## config.mk

```make
export PLATFORM = sky130hd
export DESIGN_NAME = seg_display_scheduler
export DESIGN_NICKNAME = d
export VERILOG_FILES = /design/src/rtl/seg_display_scheduler.sv
export SDC_FILE = /design/constraint.sdc
export NUM_CORES = 1
export LEC_CHECK = 0
export CAP_MARGIN = 10
export CELL_PAD_IN_SITES_DETAIL_PLACEMENT = 1
export CELL_PAD_IN_SITES_GLOBAL_PLACEMENT = 2
export CORE_MARGIN = 2
export CORE_UTILIZATION = 37
export CTS_CLUSTER_DIAMETER = 120
export DETAILED_ROUTE_END_ITERATION = 8
export PLACE_DENSITY_LB_ADDON = 0.05
export REMOVE_ABC_BUFFERS = 1
export SYNTH_ARGS = -nofsm -noshare
export SYNTH_HDL_FRONTEND = slang
export SYNTH_SLANG_ARGS = --single-unit
```

## constraint.sdc

```tcl
create_clock -name i_clk -period 4.1 [get_ports i_clk]
set_input_delay 0.82 -clock i_clk [delete_from_list [all_inputs] [get_ports i_clk]]
set_output_delay 0.82 -clock i_clk [all_outputs]
set_load 0.02 [all_outputs]
```

## src/rtl/seg_display_scheduler.sv

```systemverilog
// -----------------------------------------------------------------------------
// seg_display_scheduler
//
// Purpose:
//   Chooses the 16-bit value that the 4-digit seven-segment multiplexer shows.
//   By default it shows the live value, which holds the mouse X/Y bytes.
//   A second requester can post a one-shot message. The message replaces the
//   live value for HOLD_CYCLES clocks, and then the display goes back to live.
//
// Optional build macro:
//   SEG_SCHED_MSG_QUEUE_EN
//     Adds a one-entry pending buffer.
//     A request accepted during a hold is stored and shown after the current
//     hold ends; it does not restart the current hold.
//     With the macro undefined, a request accepted during a hold replaces the
//     message and restarts the hold (retrigger).
//
// Ports:
//   i_clk          system clock
//   i_reset        asynchronous, active-high reset
//   i_live_data    live value, [15:12] = leftmost digit
//   i_live_valid   qualifier for i_live_data
//   i_freeze       1 = ignore i_live_valid and keep the last live value
//   i_msg_data     message value, valid while i_msg_req = 1
//   i_msg_req      message request (level)
//   o_msg_ack      one-cycle pulse when a message is accepted
//   o_digit1..4    displayed nibbles, o_digit1 leftmost (AN3)
//   o_showing_msg  1 while the message is on the display
// -----------------------------------------------------------------------------
module seg_display_scheduler #(
  parameter int HOLD_CYCLES = 100000000,
  parameter int CNT_W       = 27
) (
  input  logic        i_clk,
  input  logic        i_reset,
  input  logic [15:0] i_live_data,
  input  logic        i_live_valid,
  input  logic        i_freeze,
  input  logic [15:0] i_msg_data,
  input  logic        i_msg_req,
  output logic        o_msg_ack,
  output logic [3:0]  o_digit1,
  output logic [3:0]  o_digit2,
  output logic [3:0]  o_digit3,
  output logic [3:0]  o_digit4,
  output logic        o_showing_msg
);

  typedef enum logic {ST_LIVE = 1'b0, ST_HOLD = 1'b1} state_t;

  localparam logic [CNT_W-1:0] LP_LAST = CNT_W'(HOLD_CYCLES - 1);

  state_t            r_state;
  state_t            w_state_next;
  logic [CNT_W-1:0]  r_cnt;
  logic [CNT_W-1:0]  w_cnt_next;
  logic [15:0]       r_live;
  logic [15:0]       r_msg;
  logic [15:0]       w_msg_next;
  logic              r_msg_ack;
  logic [15:0]       r_shown;
  logic              r_showing;
  logic [15:0]       w_shown_next;
  logic              w_showing_next;
  logic              w_accept;
  logic              w_expire;

`ifdef SEG_SCHED_MSG_QUEUE_EN
  logic              r_pend_valid;
  logic              w_pend_valid_next;
  logic [15:0]       r_pend_data;
  logic [15:0]       w_pend_data_next;

  // A full pending slot blocks new requests while a hold is in progress.
  // The requester keeps MSG_REQ high until the slot is free.
  assign w_accept = i_msg_req && !r_msg_ack && !((r_state == ST_HOLD) && r_pend_valid);
`else
  // The registered ACK masks the request for one cycle. Without this, the
  // request still high in the ACK cycle would be accepted a second time.
  assign w_accept = i_msg_req && !r_msg_ack;
`endif

  assign w_expire = (r_state == ST_HOLD) && (r_cnt == LP_LAST);

  // State register and all storage.
  always_ff @(posedge i_clk or posedge i_reset) begin
    if (i_reset) begin
      r_state      <= ST_LIVE;
      r_cnt        <= '0;
      r_live       <= '0;
      r_msg        <= '0;
      r_msg_ack    <= 1'b0;
      r_shown      <= '0;
      r_showing    <= 1'b0;
`ifdef SEG_SCHED_MSG_QUEUE_EN
      r_pend_valid <= 1'b0;
      r_pend_data  <= '0;
`endif
    end else begin
      r_state      <= w_state_next;
      r_cnt        <= w_cnt_next;
      r_msg        <= w_msg_next;
      r_msg_ack    <= w_accept;
      r_shown      <= w_shown_next;
      r_showing    <= w_showing_next;
      // Live capture runs in both states, so the display returns to an
      // up-to-date live value when a hold ends.
      if (i_live_valid && !i_freeze) begin
        r_live <= i_live_data;
      end
`ifdef SEG_SCHED_MSG_QUEUE_EN
      r_pend_valid <= w_pend_valid_next;
      r_pend_data  <= w_pend_data_next;
`endif
    end
  end

  // Next-state and hold-counter logic.
  always_comb begin
    w_state_next = r_state;
    w_cnt_next   = r_cnt;
    w_msg_next   = r_msg;
`ifdef SEG_SCHED_MSG_QUEUE_EN
    w_pend_valid_next = r_pend_valid;
    w_pend_data_next  = r_pend_data;
`endif
    case (r_state)
      ST_LIVE: begin
        if (w_accept) begin
          w_state_next = ST_HOLD;
          w_cnt_next   = '0;
          w_msg_next   = i_msg_data;
        end
      end
      ST_HOLD: begin
`ifdef SEG_SCHED_MSG_QUEUE_EN
        if (w_expire) begin
          w_cnt_next = '0;
          if (r_pend_valid) begin
            w_msg_next        = r_pend_data;
            w_pend_valid_next = 1'b0;
          end else if (w_accept) begin
            // The slot is empty and the hold ends now, so show the request
            // directly. Staging it would leave a one-cycle live gap.
            w_msg_next = i_msg_data;
          end else begin
            w_state_next = ST_LIVE;
          end
        end else begin
          w_cnt_next = r_cnt + CNT_W'(1);
          if (w_accept) begin
            w_pend_valid_next = 1'b1;
            w_pend_data_next  = i_msg_data;
          end
        end
`else
        // Acceptance has priority over expiry. This lets back-to-back
        // messages continue without a live gap.
        if (w_accept) begin
          w_cnt_next = '0;
          w_msg_next = i_msg_data;
        end else if (w_expire) begin
          w_cnt_next   = '0;
          w_state_next = ST_LIVE;
        end else begin
          w_cnt_next = r_cnt + CNT_W'(1);
        end
`endif
      end
      default: begin
        w_state_next = ST_LIVE;
        w_cnt_next   = '0;
      end
    endcase
  end

  // Output selection. The source comes from the registered state, so the
  // digits follow a capture or an acceptance by exactly one clock.
  always_comb begin
    w_showing_next = (r_state == ST_HOLD);
    w_shown_next   = (r_state == ST_HOLD) ? r_msg : r_live;
  end

  assign o_msg_ack     = r_msg_ack;
  assign o_showing_msg = r_showing;
  assign o_digit1      = r_shown[15:12];
  assign o_digit2      = r_shown[11:8];
  assign o_digit3      = r_shown[7:4];
  assign o_digit4      = r_shown[3:0];

endmodule

```

==> reports/qor.csv, run 1 <==
metric,value,unit
status,finished clean,
critical path capture point type,flip-flop,
critical path class,flip-flop to flip-flop,
Yosys reg bits,78,
GRT Util Overall,0.184,
Initial Utilization,0.374,
final hold violations,0,
layout cells sized above 1,0.183,
slowest cell on the critical path,o31ai_2,
Clock power frac,0.346,
top sig layer,met4,
"Buf+Inv Stages, Crit Path",0,
core area,9640,um^2
crit path max fanout,12,
met2 wire len,4430,um
Max-Cap Viols,0,
worst path required time,4.31,ns
port bufs,54,
Iter 0 DRT Violations,41,
Mapped Avg Cell Area,10.6,um^2
worst setup margin,1.62,ns
end of the worst hold path,r_msg[5],
post-CTS setup buffers,0,
Power Internal,1250,uW
Design Power,1710,uW
worst r2r src,r_cnt[11],
# DRC,0,
"count leader, synth",nand2_1,
area grow syn2layout,23.9,%
post-synth cell types,51,
Mapped Area,3610,um^2
sequential power share,0.518,
final worst path period share,0.605,
io pins,55,
fin util,0.464,
Comb pwr share,0.136,
CTS max path bufs,2,
yosys warns,0,
Worst EP arrival,2.69,ns
CTS root buf,clkbuf_8,
"top cells by count, synth","nand2_1, dfrtp_1, mux2_2",
DR WL met3,322,um
Post-synth EDFFs,0,
min-delay src,r_msg[5],
worst hold path depth,2,
WL final,9030,um
Chip Width,103,um
"Hold-fix buffers, CTS",0,
post-DR wirelength/cell,17.0,um
P per Cell Area,382,nW/um^2
GPL Wtd Cong,0.744,
FF-to-FF End,r_cnt[0],
final setup fails,0,
via count,2724,
hold crit path type,flip-flop to flip-flop,
VDD IR-drop max,0.186,mV
largest net degree at the start of global routing,34,
Layout Nets,431,
first-pass GRT wire length,14600,um
Pins Over Slew Limit,0,
Resized cells post-CTS,0,
CTS H-Tree Depth,3,
top achievable clock speed,403,MHz
CP peak stage delay,0.92,ns
fin crit period,2.48,ns
vias in the first global route,2888,
# fillers,1092,
CTS tree,built,
diode count,0,
"Seq/Total Area, Yosys",0.541,
Cells after Synth,339,
clk sink count,78,
Pleak,0.00189,uW
placed instance area,4270,um^2
Net Sw Frac,0.267,
"FFs w/ async S/R, synth",1.00,
RSZ-0062 raised after global routing,no,
worst-path cell chain,nor4_2 > nand4_2 > o31ai_2 > mux2_2 > nor2_1,
DP Wirelength,6090,um
top-area cell type share of the netlist area,0.541,
initial antenna violation count,0,
Setup crit start,r_cnt[11],
ys flop type,dfrtp_1,
met1 WL,4170,um
clk_lat worst skew,0.35,ns
worst r2r path cells,5,
gr ovfl total,0,
final cell area excluding filler cells,4470,um^2
Slew @ Worst Pin,1.05,ns
r2r setup slk,1.62,ns
Switching Power,456,uW
Clock Skew,0.0104,ns
die height,103,um
critical path's top delay family,compound AO/OA/AOI/OAI gates,
post-synth top area cell,dfrtp_1,
Num CTS Buffers,9,
Die Footprint,10600,um^2
Vias/cell,5.13,
drt pass-1 iters,4,
max_slew headroom,0.294,
Setup TNS Final,0,ns
DP Worst Slack,1.52,ns
CP startpoint kind,flip-flop,
post-route ant nets,0,
FP Rows,36,
clock slew at reported path FFs,0.09,ns
Synth area leaders,"dfrtp_1, mux2_2, nand2_1",
-- cell type report --
type                    count  area (um^2)  share of cell area
clock buffers              10          128              0.0286
clock inverters             6         70.1              0.0157
inverters                   6         23.8             0.00532
multi-input cells         237         1540               0.344
flip-flops and latches     78         1950               0.437
well taps                 133          166              0.0372
repair buffers             61          593               0.133
-- power by group through the flow --
stage / combinational (uW) / sequential [uW] / clock [uW]
detailed placement: 236 / 899 / 0
CTS: 238 / 886 / 612
finish: 232 / 885 / 590
floorplan: 98.1 / 916 / 0
global placement: 232 / 897 / 0
global route: 257 / 896 / 638
-- cell usage in the layout, fill, tap and decap left out, drive strengths merged, types with 7 or more instances in the layout --
cell / Yosys / layout
a21oi: 14 / 14
buf: 7 / 7
clkbuf: 11 / 10
clkdlybuf4s50: 0 / 54
dfrtp: 78 / 78
inv: 6 / 7
mux2: 35 / 35
nand2: 79 / 79
nand3: 14 / 14
nand4: 15 / 15
nor2: 11 / 11
nor3: 7 / 7
o21ai: 7 / 7
-- registers in the layout (all words and copies together), names as in the netlist --
register / count
r_cnt: 27
r_live: 16
r_msg: 16
r_shown: 16
o_msg_ack: 1
o_showing_msg: 1
r_state: 1
-- kinds of logic after synthesis --
group / after synthesis / synth area share
xor+xnor: 6 / 0.0146
simple gates: 156 / 0.228
fa+ha+maj: 1 / 0.00347
flops: 78 / 0.541
mux: 36 / 0.112
buf+inv: 24 / 0.0333
compound gates: 38 / 0.0680
-- how the worst max path moves through the flow --
stage                     slack, ns  depth (start not counted)        end
after floorplan                1.28                          1  o_msg_ack
after global placement         1.48                          6   r_cnt[5]
after detailed placement       1.52                          6   r_cnt[3]
after CTS                      1.59                          5   r_cnt[0]
after global routing           1.41                          5   r_cnt[0]
final                          1.62                          5   r_cnt[0]
-- tightest hold or removal path, delay by kind of cell (launching register included) --
family	cells	cell delay (ns)
simple gates	2	0.11
flops	1	0.35
-- routing by layer --
metal,vias to the layer above,global-route usage
met3,7,0.0420
met5,-,0
met1,1374,0.231
met2,35,0.315
met4,0,0.0607
li1,1308,-
-- per-stage QoR --
step                      std cells  hold WS, ns
final                           531        0.477
after CTS                       531        0.482
after global placement          515        0.455
after detailed placement        515        0.461
after global routing            531        0.506
after floorplan                 321        0.440
Note: power is estimated with default switching activity, not from simulation.
==> inputs of run 2 (changes only) <==
CORE_UTILIZATION = 31   (was 37)
clock period = 2.02 ns   (was 4.1 ns; I/O delays follow)
==> run 2 against run 1 <==
  * Clock skew shrank 0.0017 ns
  * Die area up 19%
  * Core utilization is 3.7 points lower
  * Critical endpoint is now r_cnt[26]
  * Global-route usage decreased by 1.3 points
==> reports/qor.csv, run 2 (synthesis results as in run 1) <==
metric,value,unit,change
largest register by flop count,r_cnt,,
Power Internal,3100,uW,+150%
crit path max fanout,5,,-7
diode count,0,,unchanged
via count,2843,,+4.4%
Pleak,0.00211,uW,+12%
Comb pwr share,0.127,,-0.009
P per Cell Area,836,nW/um^2,+120%
fin crit period,1.91,ns,-0.570 ns
"Hold-fix buffers, CTS",0,,unchanged
critical path capture point type,flip-flop,,
Worst EP arrival,2.14,ns,-0.55 ns
critical path's top delay family,simple AND/OR/NAND/NOR gates,,
Design Power,4050,uW,+140%
post-route ant nets,0,,unchanged
worst path required time,2.25,ns,-2.06 ns
drt pass-1 iters,4,,unchanged
io pins,55,,unchanged
CTS tree,built,,
first-pass GRT wire length,16400,um,+12%
sequential power share,0.442,,-0.076
Die Footprint,12500,um^2,+19%
slowest cell on the critical path,dfrtp_1,,
placed instance area,4500,um^2,+5.4%
gr ovfl total,0,,unchanged
CP peak stage delay,0.43,ns,-0.49 ns
CTS H-Tree Depth,3,,unchanged
area grow syn2layout,34.3,%,
fin util,0.426,,-0.0374
final setup fails,0,,unchanged
Num CTS Buffers,9,,unchanged
Net Sw Frac,0.234,,-0.0327
highest-count cells in the layout ignoring fill and taps,"nand2_1, dfrtp_1, clkdlybuf4s50_1, mux2_2, buf_4",,
Switching Power,949,uW,+110%
DP Wirelength,6780,um,+11%
Max-Cap Viols,0,,unchanged
"Buf+Inv Stages, Crit Path",1,,+1
GRT Util Overall,0.171,,-0.0132
worst r2r path cells,6,,+1
worst hold slack,0.471,ns,-0.00601 ns
FP Rows,39,,+8.3%
worst r2r src,r_cnt[10],,
Pins Over Slew Limit,0,,unchanged
area of the multi-input gates,1550,um^2,+0.81%
max_slew headroom,0.715,,+0.421
# DRC,0,,unchanged
layout cells sized above 1,0.233,,+0.0501
worst-path cell chain,nor4_2 > nand4_2 > nor4_4 > buf_4 > a21oi_2 > mux2_2,,
critical path class,flip-flop to flip-flop,,
Clock Skew,0.00868,ns,-0.00173 ns
CTS root buf,clkbuf_16,,
CTS max path bufs,2,,unchanged
initial antenna violation count,0,,unchanged
Vias/cell,5.01,,-2.3%
clk_lat worst skew,0.34,ns,about the same
post-DR wirelength/cell,17.5,um,+3.0%
Reg area,1950,um^2,unchanged
Setup crit start,r_cnt[10],,
core area,11400,um^2,+18%
Clock power frac,0.432,,+0.086
final hold violations,0,,unchanged
Iter 0 DRT Violations,98,,+140%
worst hold path depth,2,,unchanged
VDD IR-drop max,0.450,mV,+140%
WL final,9930,um,+10%
clock slew at reported path FFs,0.07,ns,-0.02 ns
final cell area excluding filler cells,4840,um^2,+8.4%
die height,112,um,+8.9%
Chip Width,112,um,+8.9%
Slew @ Worst Pin,0.428,ns,-0.625 ns
top achievable clock speed,523,MHz,+30%
max reg flops,27,,unchanged
min-delay src,r_msg[4],,
critical path depth in cells,6,,+1
status,finished clean,,
Layout Nets,457,,+6.0%
hold crit path type,flip-flop to flip-flop,,
largest net degree at the start of global routing,79,,+130%
clk sink count,78,,unchanged
vias in the first global route,3179,,+10%
# fillers,1256,,+15%
port bufs,54,,unchanged
"most common cell after layout, fill and taps aside",nand2_1,,
final worst path period share,0.946,,+0.341
GPL Wtd Cong,0.816,,+9.7%
Initial Utilization,0.317,,-0.0570
CP startpoint kind,flip-flop,,
==> run 2: layer usage <==
layer,vias up,share of wire,GRT usage
li1,1362,-,-
met1,1420,0.46,0.213
met2,50,0.47,0.275
met3,11,0.052,0.0479
met4,0,0.018,0.0790
met5,-,0,0
==> run 2: power by group through the flow <==
| stage | logic [uW] | clock network [uW] | registers, uW |
|---|---|---|---|
| after floorplan | 199 | 0 | 1860 |
| after global placement | 515 | 0 | 1820 |
| after detailed placement | 523 | 0 | 1820 |
| after CTS | 527 | 1810 | 1790 |
| after global routing | 570 | 1870 | 1810 |
| final | 513 | 1750 | 1790 |
==> run 2: path summary, 6_finish.rpt <==
kind	to	slack, ns
min in group asynchronous	r_msg[13]	0.49
max in group asynchronous	r_cnt[12]	1.21
max reg2reg	r_cnt[26]	0.11
max	r_cnt[26]	0.11
min reg2reg	r_msg[4]	0.47
min	r_msg[4]	0.47
==> run 2: area by class of cell <==
type / count / area share
Clock buffer: 12 / 0.0509
Tap cell: 143 / 0.0369
Timing Repair Buffer: 87 / 0.170
Clock inverter: 4 / 0.0145
Sequential cell: 78 / 0.403
Multi-Input combinational cell: 237 / 0.319
Inverter: 6 / 0.00491
==> run 2: what timing repair did <==
| item | 4_1_cts | 5_1_grt |
|---|---|---|
| resized for setup | 0 | 2 |
| endpoints found under the setup margin | 0 | 12 |
| hold endpoints to repair | 0 | 0 |
| setup buffers | 0 | 2 |
==> run 2: worst register-to-register path, cell delays in order, from the launching register on <==
cell     delay (ns)
dfrtp_1        0.43
nor4_2         0.33
nand4_2        0.23
nor4_4         0.31
buf_4          0.19
a21oi_2        0.06
mux2_2         0.27
==> run 2: per-stage QoR <==
stage | instances | TNS [ns] | worst slack (ns)
5_1_grt | 567 | -0.0110 | -0.00588
3_5_place_dp | 549 | 0 | 0.0193
2_1_floorplan | 321 | -36.22 | -0.476
4_1_cts | 565 | 0 | 0.0482
3_3_place_gp | 549 | 0 | 0.121
6_report | 567 | 0 | 0.109
==> inputs of run 3 (changes only) <==
ABC_AREA = 1   (was default)
CORE_UTILIZATION = 29   (was 31)
==> run 3 against run 2 <==
  * Area after synthesis rose by 1.2%
  * Final cell count grew 20%
  * Critical path type unchanged
  * Clock skew fell by 0.0038 ns
==> reports/qor.csv, run 3 <==
metric,value,unit,change
status,finished clean,,
Pins Over Slew Limit,0,,unchanged
layout cells sized above 1,0.0817,,-0.152
first-pass GRT wire length,16400,um,-0.25%
post-CTS setup buffers,0,,unchanged
area grow syn2layout,29.3,%,
"Seq/Total Area, Yosys",0.535,,-0.00631
largest net degree at the start of global routing,79,,unchanged
worst r2r src,r_cnt[1],,
sequential power share,0.464,,+0.022
Iter 0 DRT Violations,97,,-1.0%
Mapped Avg Cell Area,8.15,um^2,-23%
# DRC,0,,unchanged
CTS H-Tree Depth,3,,unchanged
fin crit period,1.78,ns,-0.127 ns
final worst path period share,0.884,,-0.0627
CTS max path bufs,2,,unchanged
Layout Nets,547,,+20%
Clock power frac,0.400,,-0.032
largest register by flop count,r_cnt,,
critical path class,flip-flop to flip-flop,,
post-synth top area cell,dfrtp_1,,
worst path required time,2.25,ns,about the same
top-area cell type share of the netlist area,0.535,,-0.00631
RSZ-0062 raised after global routing,no,,
max reg flops,27,,unchanged
post-synth cell types,25,,-51%
io pins,55,,unchanged
WL final,9600,um,-3.3%
Slew @ Worst Pin,0.439,ns,+0.0109 ns
hold crit path type,input port to async pin,,
CTS tree,built,,
via count,3056,,+7.5%
Num CTS Buffers,9,,unchanged
diode count,0,,unchanged
VDD IR-drop max,0.389,mV,-14%
final setup fails,0,,unchanged
r2r setup slk,0.24,ns,+0.13 ns
Pleak,0.00214,uW,+1.5%
drt pass-1 iters,4,,unchanged
CP startpoint kind,flip-flop,,
post-DR wirelength/cell,14.1,um,-20%
max_slew headroom,0.707,,-0.00727
port bufs,54,,unchanged
"Hold-fix buffers, CTS",0,,unchanged
die height,116,um,+3.9%
Net Sw Frac,0.263,,+0.0283
vias in the first global route,3351,,+5.4%
Max-Cap Viols,0,,unchanged
Switching Power,1020,uW,+7.2%
Cells after Synth,448,,+32%
Yosys reg bits,78,,unchanged
Resized cells post-CTS,0,,unchanged
Setup crit start,r_cnt[1],,
worst r2r path cells,10,,+4
clk sink count,78,,unchanged
Mapped Area,3650,um^2,+1.2%
CTS root buf,clkbuf_16,,
Chip Width,116,um,+3.9%
"top cells by count, synth","nand2_1, dfrtp_1, nor2_1",,
clock slew at reported path FFs,0.06,ns,about the same
GRT Util Overall,0.160,,-0.0109
worst setup margin,0.235,ns,+0.127 ns
post-route ant nets,0,,unchanged
fin util,0.388,,-0.0381
ys flop type,dfrtp_1,,
crit path max fanout,18,,+13
Worst EP arrival,2.02,ns,-0.12 ns
critical path capture point type,flip-flop,,
FP Rows,40,,+2.6%
yosys warns,0,,unchanged
"most common cell after layout, fill and taps aside",nand2_1,,
DP Worst Slack,0.113,ns,+0.0937 ns
"FFs w/ async S/R, synth",1.00,,unchanged
Die Footprint,13500,um^2,+7.9%
Vias/cell,4.48,,-11%
initial antenna violation count,0,,unchanged
final hold violations,0,,unchanged
core area,12200,um^2,+7.0%
Synth area leaders,"dfrtp_1, nand2_1, nor2_1",,
DP Wirelength,6650,um,-1.9%
highest-count cells in the layout ignoring fill and taps,"nand2_1, dfrtp_1, clkdlybuf4s50_1, nor2_1, inv_1",,
P per Cell Area,821,nW/um^2,-1.8%
Comb pwr share,0.136,,+0.009
Initial Utilization,0.300,,-0.0172
clk_lat worst skew,0.34,ns,about the same
GPL Wtd Cong,0.735,,-9.9%
top achievable clock speed,560,MHz,+7.1%
Post-synth EDFFs,0,,unchanged
Power Internal,2860,uW,-7.9%
Clock Skew,0.00488,ns,-0.00380 ns
gr ovfl total,0,,unchanged
"count leader, synth",nand2_1,,
FF-to-FF End,r_cnt[26],,
-- run 3: layout make-up --
class | instances | area [um^2]
clock buffers | 11 | 253
well taps | 168 | 210
multi-input cells | 311 | 1460
inverters | 46 | 174
flip-flops and latches | 78 | 1950
clock inverters | 5 | 33.8
fillers | 1474 | 7440
repair buffers | 63 | 633
-- run 3: logic make-up after synthesis --
kind of cell | Yosys count | synth area share
simple gates | 238 | 0.280
fa+ha+maj | 1 | 0.00343
flops | 78 | 0.535
compound gates | 57 | 0.0809
xor+xnor | 15 | 0.0360
buf+inv | 59 | 0.0644
-- run 3: worst max-delay path by stage --
stage	end	slack (ns)	cells past startpoint
CTS	r_cnt[18]	0.18	10
finish	r_cnt[26]	0.24	10
floorplan	o_msg_ack	-0.38	1
global placement	r_cnt[18]	0.17	10
global route	r_cnt[26]	0.02	10
detailed placement	r_cnt[24]	0.11	10
-- run 3: per-stage QoR --
stage / setup TNS (ns) / hold WS, ns / cells / power (uW) / area, um^2
detailed placement: 0 / 0.460 / 666 / 2360 / 4430
finish: 0 / 0.473 / 682 / 3870 / 4720
global placement: 0 / 0.456 / 666 / 2350 / 4430
CTS: 0 / 0.475 / 682 / 3960 / 4720
global route: 0 / 0.502 / 682 / 4090 / 4720
floorplan: -35.99 / 0.442 / 435 / 2080 / 3590
-- run 3: worst max-delay path, cell delays in order, from the launching register on --
cell     delay [ns]
dfrtp_1        0.42
ha_1           0.28
nand2_2        0.10
nor2_4         0.16
nand2_4        0.11
nor2_4         0.13
nand2_4        0.10
nand2_8        0.15
inv_2          0.09
nand3_1        0.07
nand2_1        0.05
-- run 3: power by group through the flow --
stage | logic [uW] | clock network (uW) | registers (uW)
after detailed placement | 537 | 0 | 1820
after global placement | 529 | 0 | 1820
after CTS | 542 | 1610 | 1800
after global routing | 594 | 1680 | 1820
after floorplan | 216 | 0 | 1870
final | 526 | 1550 | 1800
-- run 3: metal layers --
layer,global-route usage,up-vias,share of wire
li1,-,1519,-
met1,0.204,1477,0.47
met2,0.258,43,0.46
met3,0.0405,17,0.034
met4,0.0690,0,0.027
met5,0,-,0
